**src/rtl/iir_feedback.sv**
```systemverilog
// iir_feedback: recursive section of a direct-form-I IIR stage.
// y[n] = x[n] - sum a[k]*y[n-1-k], rounded half-up and saturated.
module iir_feedback #(
  parameter int OUTPUT_TAPS      = 2,
  parameter int DATA_WIDTH       = 24,
  parameter int COEFF_WIDTH      = 18,
  parameter int DATA_FRAC_WIDTH  = 0,
  parameter int COEFF_FRAC_WIDTH = 15
) (
  input  logic                          clk_i,
  input  logic                          rst_i,
  input  logic signed [DATA_WIDTH-1:0]  x_i,
  input  logic                          valid_i,
  output logic                          ready_and_o,
  input  logic signed [COEFF_WIDTH-1:0] coeff_y_i [0:OUTPUT_TAPS-1],
  output logic signed [DATA_WIDTH-1:0]  y_o,
  output logic                          valid_o,
  input  logic                          ready_and_i
);

  localparam int FW = DATA_FRAC_WIDTH + COEFF_FRAC_WIDTH;
  localparam int PW = DATA_WIDTH + COEFF_WIDTH;
  localparam int AW = PW + $clog2(OUTPUT_TAPS + 1) + 1;
  localparam int HW = AW - DATA_WIDTH + 1;
  localparam logic [AW-1:0] RND = (AW'(1) << FW) >> 1;

  typedef enum logic [1:0] {
    IDLE,
    MULT,
    ACC,
    STORE
  } state_t;

  state_t state;
  state_t next_state;

  logic accept;
  logic do_mult;
  logic do_acc;
  logic do_store;
  logic drain;

  logic signed [DATA_WIDTH-1:0]  x_reg;
  logic signed [COEFF_WIDTH-1:0] coeff [0:OUTPUT_TAPS-1];
  logic signed [DATA_WIDTH-1:0]  ytap  [0:OUTPUT_TAPS-1];
  logic signed [PW-1:0]          prod  [0:OUTPUT_TAPS-1];
  logic signed [AW-1:0]          acc;

  logic signed [AW-1:0]         sum;
  logic signed [AW-1:0]         rnd_sum;
  logic signed [AW-1:0]         shifted;
  logic [HW-1:0]                hi;
  logic                         ovf;
  logic signed [DATA_WIDTH-1:0] y_sat;

  always_ff @(posedge clk_i) begin
    if (!rst_i) begin
      state       <= IDLE;
      ready_and_o <= 1'b0;
    end else begin
      state       <= next_state;
      ready_and_o <= (next_state == IDLE);
    end
  end

  always_comb begin
    next_state = state;
    unique case (state)
      IDLE:  if (valid_i && ready_and_o) next_state = MULT;
      MULT:  next_state = ACC;
      ACC:   if (!valid_o) next_state = STORE;
      STORE: next_state = IDLE;
      default: next_state = IDLE;
    endcase
  end

  always_comb begin
    accept   = (state == IDLE) && valid_i && ready_and_o;
    do_mult  = (state == MULT);
    do_acc   = (state == ACC);
    do_store = (state == STORE);
    drain    = valid_o && ready_and_i;
  end

  always_comb begin
    sum = AW'(x_reg) <<< COEFF_FRAC_WIDTH;
    for (int k = 0; k < OUTPUT_TAPS; k++) begin
      sum = sum - AW'(prod[k]);
    end
  end

  // Round half toward +inf, then clamp to the data range.
  always_comb begin
    rnd_sum = acc + $signed(RND);
    shifted = rnd_sum >>> FW;
    hi      = shifted[AW-1:DATA_WIDTH-1];
    ovf     = !((&hi) || !(|hi));
    if (ovf) begin
      y_sat = shifted[AW-1] ?
        {1'b1, {(DATA_WIDTH-1){1'b0}}} :
        {1'b0, {(DATA_WIDTH-1){1'b1}}};
    end else begin
      y_sat = shifted[DATA_WIDTH-1:0];
    end
  end

  always_ff @(posedge clk_i) begin
    if (!rst_i) begin
      x_reg   <= '0;
      acc     <= '0;
      y_o     <= '0;
      valid_o <= 1'b0;
      for (int k = 0; k < OUTPUT_TAPS; k++) begin
        coeff[k] <= '0;
        ytap[k]  <= '0;
        prod[k]  <= '0;
      end
    end else begin
      if (accept) begin
        x_reg <= x_i;
        for (int k = 0; k < OUTPUT_TAPS; k++) begin
          coeff[k] <= coeff_y_i[k];
        end
      end
      if (do_mult) begin
        for (int k = 0; k < OUTPUT_TAPS; k++) begin
          prod[k] <= PW'(coeff[k]) * PW'(ytap[k]);
        end
      end
      if (do_acc) begin
        acc <= sum;
      end
      if (drain) begin
        valid_o <= 1'b0;
      end
      if (do_store) begin
        ytap[0] <= y_sat;
        for (int k = 1; k < OUTPUT_TAPS; k++) begin
          ytap[k] <= ytap[k-1];
        end
        y_o     <= y_sat;
        valid_o <= 1'b1;
      end
    end
  end

endmodule

```
**config.mk**
```make
export PLATFORM = sky130hd
export DESIGN_NAME = iir_feedback
export DESIGN_NICKNAME = d
export VERILOG_FILES = /design/src/rtl/iir_feedback.sv
export SDC_FILE = /design/constraint.sdc
export NUM_CORES = 2
export LEC_CHECK = 0
export ABC_AREA = 1
export BUFFER_PORTS_ARGS = -buffer_cell sky130_fd_sc_hd__buf_4
export CAP_MARGIN = 0
export CORE_ASPECT_RATIO = 0.75
export CORE_MARGIN = 5
export CORE_UTILIZATION = 60
export CTS_CLUSTER_DIAMETER = 80
export DETAILED_ROUTE_END_ITERATION = 8
export PLACE_DENSITY = 0.86
export SLEW_MARGIN = 20
export SYNTH_ARGS = -nofsm -noshare
export SYNTH_HDL_FRONTEND = slang
export SYNTH_SLANG_ARGS = --single-unit
```
**constraint.sdc**
```tcl
create_clock -name clk_i -period 7 [get_ports clk_i]
set_input_delay 1.4 -clock clk_i [delete_from_list [all_inputs] [get_ports clk_i]]
set_output_delay 1.4 -clock clk_i [all_outputs]
set_load 0.005 [all_outputs]
```
==> metrics.txt <==
# TYPE chip_impl_metric gauge
chip_impl_metric{name="cpPeakStageDelay",unit="ps"} 850
chip_impl_metric{name="placed_area",unit="mm²"} 0.0481
chip_impl_info{name="post_synth_most_frequent_cells",value="1692 x sky130_fd_sc_hd__inv_1, 1522 x sky130_fd_sc_hd__nand2_1, 877 x sky130_fd_sc_hd__fa_1"} 1
chip_impl_metric{name="highest_ir_drop_seen_on_vdd",unit="V"} 0.000450
chip_impl_metric{name="grt_start_max_net_pins",unit=""} 66
chip_impl_info{name="largest_register",value="prod"} 1
chip_impl_metric{name="post_cts.resized_instances",unit=""} 0
chip_impl_metric{name="crit_arrival",unit="ps"} 7080
chip_impl_metric{name="period_needed",unit="ps"} 6700
chip_impl_metric{name="die_area",unit="mm²"} 0.0824
chip_impl_metric{name="via_total_after_detailed_routing",unit=""} 38400
chip_impl_info{name="outcome",value="finished, final reports clean"} 1
chip_impl_metric{name="first_pass_iters",unit=""} 6
chip_impl_metric{name="maxCapViolations",unit=""} 0
chip_impl_info{name="largest_registers",value="prod (84), ytap (48), coeff (36)"} 1
chip_impl_metric{name="final_hold_vio_count",unit=""} 0
chip_impl_info{name="clk_root_buf",value="sky130_fd_sc_hd__clkbuf_16"} 1
chip_impl_metric{name="cts_buffers",unit=""} 34
chip_impl_info{name="tritoncts",value="done"} 1
chip_impl_metric{name="dr.first_iter.drc_count",unit=""} 4529
chip_impl_metric{name="post_route_cells_drive_above_1_share",unit="%"} 4.96
chip_impl_metric{name="fp.coreArea",unit="mm²"} 0.0764
chip_impl_metric{name="drcViolationCount",unit=""} 0
chip_impl_metric{name="postSynth.asyncResetShare",unit="%"} 0
chip_impl_info{name="crit_path_top_delay_cell",value="sky130_fd_sc_hd__edfxtp_1"} 1
chip_impl_metric{name="gpl.final_weighted_congestion",unit=""} 1.04
chip_impl_metric{name="antenna_violations_before_repair",unit=""} 1
chip_impl_metric{name="place_hpwl",unit="µm"} 115000
chip_impl_metric{name="synthesis.area",unit="mm²"} 0.0460
chip_impl_metric{name="place.port_buffers",unit=""} 89
chip_impl_metric{name="total_grt_overflow",unit=""} 0
chip_impl_metric{name="place_ws",unit="ps"} 438
chip_impl_metric{name="ys_types",unit=""} 41
chip_impl_metric{name="synth_top_cell_area_share",unit="%"} 38.2
chip_impl_metric{name="yosysWarnings",unit=""} 0
chip_impl_info{name="synth.largest_area_cell",value="sky130_fd_sc_hd__fa_1"} 1
chip_impl_metric{name="slew_worst_pin",unit="ps"} 1110
chip_impl_metric{name="largest_register_ff_count",unit=""} 84
chip_impl_metric{name="path_clk_slew",unit="ps"} 60
chip_impl_metric{name="final.setup.worst_slack",unit="ps"} 297
chip_impl_info{name="yosysMostFrequentCell",value="sky130_fd_sc_hd__inv_1"} 1
chip_impl_metric{name="post_synth_inst_count",unit=""} 5939
chip_impl_info{name="startpoint_type",value="flip-flop"} 1
chip_impl_metric{name="post_drt_via_cell_ratio",unit=""} 5.45
chip_impl_metric{name="crit_path_max_fanout",unit=""} 15
chip_impl_metric{name="synth-seq-cells",unit=""} 250
chip_impl_metric{name="h-tree-depth",unit=""} 2
chip_impl_info{name="timing.critical_path.cells",value="buf_4 -> nand2_1 -> fa_1 -> inv_1 -> fa_1 -> inv_1 -> fa_1 -> inv_1 -> fa_1 -> fa_1 -> inv_1 -> fa_1 -> inv_1 -> ha_1 -> nand2_1 -> nor2_1 -> inv_1 -> nor2_1 -> inv_1 -> nor4_1 -> nand2_1 -> nand3_1 -> o21ai_0 -> a21oi_1"} 1
chip_impl_metric{name="maximum_clock_insertion_buffer_count",unit=""} 3
chip_impl_metric{name="slew-limit-headroom",unit="%"} 25.9
chip_impl_metric{name="worstSkewPairLatency",unit="ps"} 570
chip_impl_metric{name="total_wire_length_after_detailed_routing",unit="µm"} 137000
chip_impl_metric{name="syn-num-nets",unit=""} 7146
chip_impl_info{name="synthFlopType",value="sky130_fd_sc_hd__edfxtp_1"} 1
chip_impl_metric{name="fmax",unit="MHz"} 149
chip_impl_metric{name="die_width",unit="µm"} 330
chip_impl_metric{name="finish.utilization",unit="%"} 64.5
chip_impl_info{name="startpoint_to_endpoint_class_of_the_critical_path",value="reg -> reg"} 1
chip_impl_info{name="path_common_cell",value="sky130_fd_sc_hd__inv_1"} 1
chip_impl_metric{name="powerDensity",unit="mW/mm²"} 427
chip_impl_metric{name="whs",unit="ps"} 454
chip_impl_metric{name="yosysSeqAreaShare",unit="%"} 14.5
chip_impl_metric{name="post_synth_edffs",unit=""} 168
chip_impl_metric{name="final_cell_area",unit="mm²"} 0.0493
chip_impl_metric{name="vias_in_the_first_global_route",unit=""} 39400
chip_impl_info{name="unrepaired_setup_endpoints_after_global_routing",value="no"} 1
chip_impl_metric{name="die-height",unit="µm"} 250
chip_impl_info{name="min_path_type",value="reg -> reg"} 1
chip_impl_metric{name="syn_to_final_growth",unit="%"} 7.17
chip_impl_info{name="yosys-top-cells-area",value="sky130_fd_sc_hd__fa_1 38%, sky130_fd_sc_hd__inv_1 14%, sky130_fd_sc_hd__nand2_1 12%"} 1
chip_impl_metric{name="avgRoutedWirePerCell",unit="µm"} 19.5
chip_impl_metric{name="cts.sinks",unit=""} 250
chip_impl_metric{name="syn_area_per_cell",unit="µm²"} 7.75
chip_impl_metric{name="wire_length_of_the_first_global_routing_pass",unit="µm"} 216000
chip_impl_metric{name="start_util",unit="%"} 60.2
chip_impl_metric{name="detail-route-antenna-nets",unit=""} 0
chip_impl_info{name="path_delay_family",value="adder cells"} 1
chip_impl_metric{name="total_of_endpoints_with_negative_setup_slack_in_the_final_report",unit=""} 0
chip_impl_metric{name="final.period_utilization",unit="%"} 95.8
chip_impl_metric{name="cp.required",unit="ps"} 7380
chip_impl_metric{name="final_net_count",unit=""} 7189
chip_impl_metric{name="clock_skew",unit="ps"} 20.0
chip_impl_metric{name="fin_tns_setup",unit="ps"} 0
chip_impl_info{name="worst_setup_path_end_kind",value="flip-flop"} 1
chip_impl_metric{name="power_leakage",unit="nW"} 27.0
chip_impl_metric{name="grtUsageTotal",unit="%"} 33.8
chip_impl_metric{name="top_level_ports",unit=""} 90
chip_impl_metric{name="timing.critical_path.buf_inv",unit=""} 8
chip_impl_metric{name="floorplan.rows",unit=""} 88
chip_impl_metric{name="final-max-slew-violation-count",unit=""} 0
[power by group]
group	total, W	switching, W	internal, W
clock	0.00190	0.000798	0.00110
combinational	0.0171	0.0114	0.00568
sequential	0.00204	0.000248	0.00179
[final cells by class]
| class | count | area (µm²) |
|---|---|---|
| Clock buffer | 40 | 905 |
| Timing Repair Buffer | 210 | 1580 |
| Multi-Input combinational cell | 3787 | 32200 |
| Clock inverter | 22 | 279 |
| Fill cell | 6262 | 27100 |
| Antenna cell | 2 | 5.00 |
| Tap cell | 1035 | 1290 |
| Sequential cell | 250 | 6690 |
| Inverter | 1699 | 6380 |
[repair_timing]
item                       CTS  global route
setup endpoints to repair    0             2
buffers inserted             0             6
hold buffers                 0             0
[placed cells by master (no fill, tap or decap), drive strengths merged, types with 4 or more instances in the layout]
master	Yosys	layout
o21a	17	17
a21oi	218	218
edfxtp	168	168
ha	266	266
a21o	17	17
fa	877	877
clkinv	4	11
nand2	1528	1528
clkinvlp	0	4
inv	1695	1702
or2	6	6
o211ai	6	6
nor2	447	447
nand4	23	23
o21bai	20	20
a31oi	19	19
xor2	36	36
dfxtp	82	82
nor3	24	24
buf	20	210
nand3	108	108
o21ai	140	140
xnor2	14	14
clkbuf	183	40
bufinv	0	4
a21boi	4	4
[final timing paths]
path,slack [ps],endpoint,startpoint,cells after the start
setup / recovery,300,prod[0][22],coeff[0][4],24
hold / removal,450,y_o[21],y_o[21],2
setup reg to reg,300,prod[0][22],coeff[0][4],24
hold reg to reg,450,y_o[21],y_o[21],2
[worst reg2reg max path, stage by stage, from the launching register on]
cell and delay (ps):
sky130_fd_sc_hd__edfxtp_1 850, sky130_fd_sc_hd__buf_4 250, sky130_fd_sc_hd__nand2_1 70, sky130_fd_sc_hd__fa_1 530, sky130_fd_sc_hd__inv_1 50, sky130_fd_sc_hd__fa_1 530, sky130_fd_sc_hd__inv_1 50, sky130_fd_sc_hd__fa_1 500
sky130_fd_sc_hd__inv_1 60, sky130_fd_sc_hd__fa_1 500, sky130_fd_sc_hd__fa_1 490, sky130_fd_sc_hd__inv_1 50, sky130_fd_sc_hd__fa_1 470, sky130_fd_sc_hd__inv_1 40, sky130_fd_sc_hd__ha_1 350, sky130_fd_sc_hd__nand2_1 110
sky130_fd_sc_hd__nor2_1 260, sky130_fd_sc_hd__inv_1 70, sky130_fd_sc_hd__nor2_1 130, sky130_fd_sc_hd__inv_1 80, sky130_fd_sc_hd__nor4_1 460, sky130_fd_sc_hd__nand2_1 100, sky130_fd_sc_hd__nand3_1 140, sky130_fd_sc_hd__o21ai_0 90
sky130_fd_sc_hd__a21oi_1 260
[routing by layer]
| layer | GRT usage [%] | routed length, µm |
|---|---|---|
| met3 | 12.8 | 20500 |
| met1 | 48.2 | 55700 |
| met4 | 9.16 | 4380 |
| met5 | 0 | 0 |
| met2 | 48.9 | 56800 |
[logic make-up (layout without fill, tap and decap cells)]
group	count (synthesis)	after routing	synth area share, %
DFF	250	250	14.5
other	0	2	0
and+or+nand+nor	2148	2148	18.2
adders and majority gates	1143	1143	45.4
AOI/OAI and AO/OA	446	446	5.29
buffers and inverters	1902	1971	15.6
xor gates and xnor gates	50	50	0.952
[through the flow]
step	std cells	total power, W
2_1_floorplan	5939	0.0138
3_3_place_gp	6974	0.0183
3_5_place_dp	6974	0.0186
4_1_cts	7036	0.0206
5_1_grt	7043	0.0232
6_report	7045	0.0211
No activity file was read; power rests on OpenSTA's default activity.
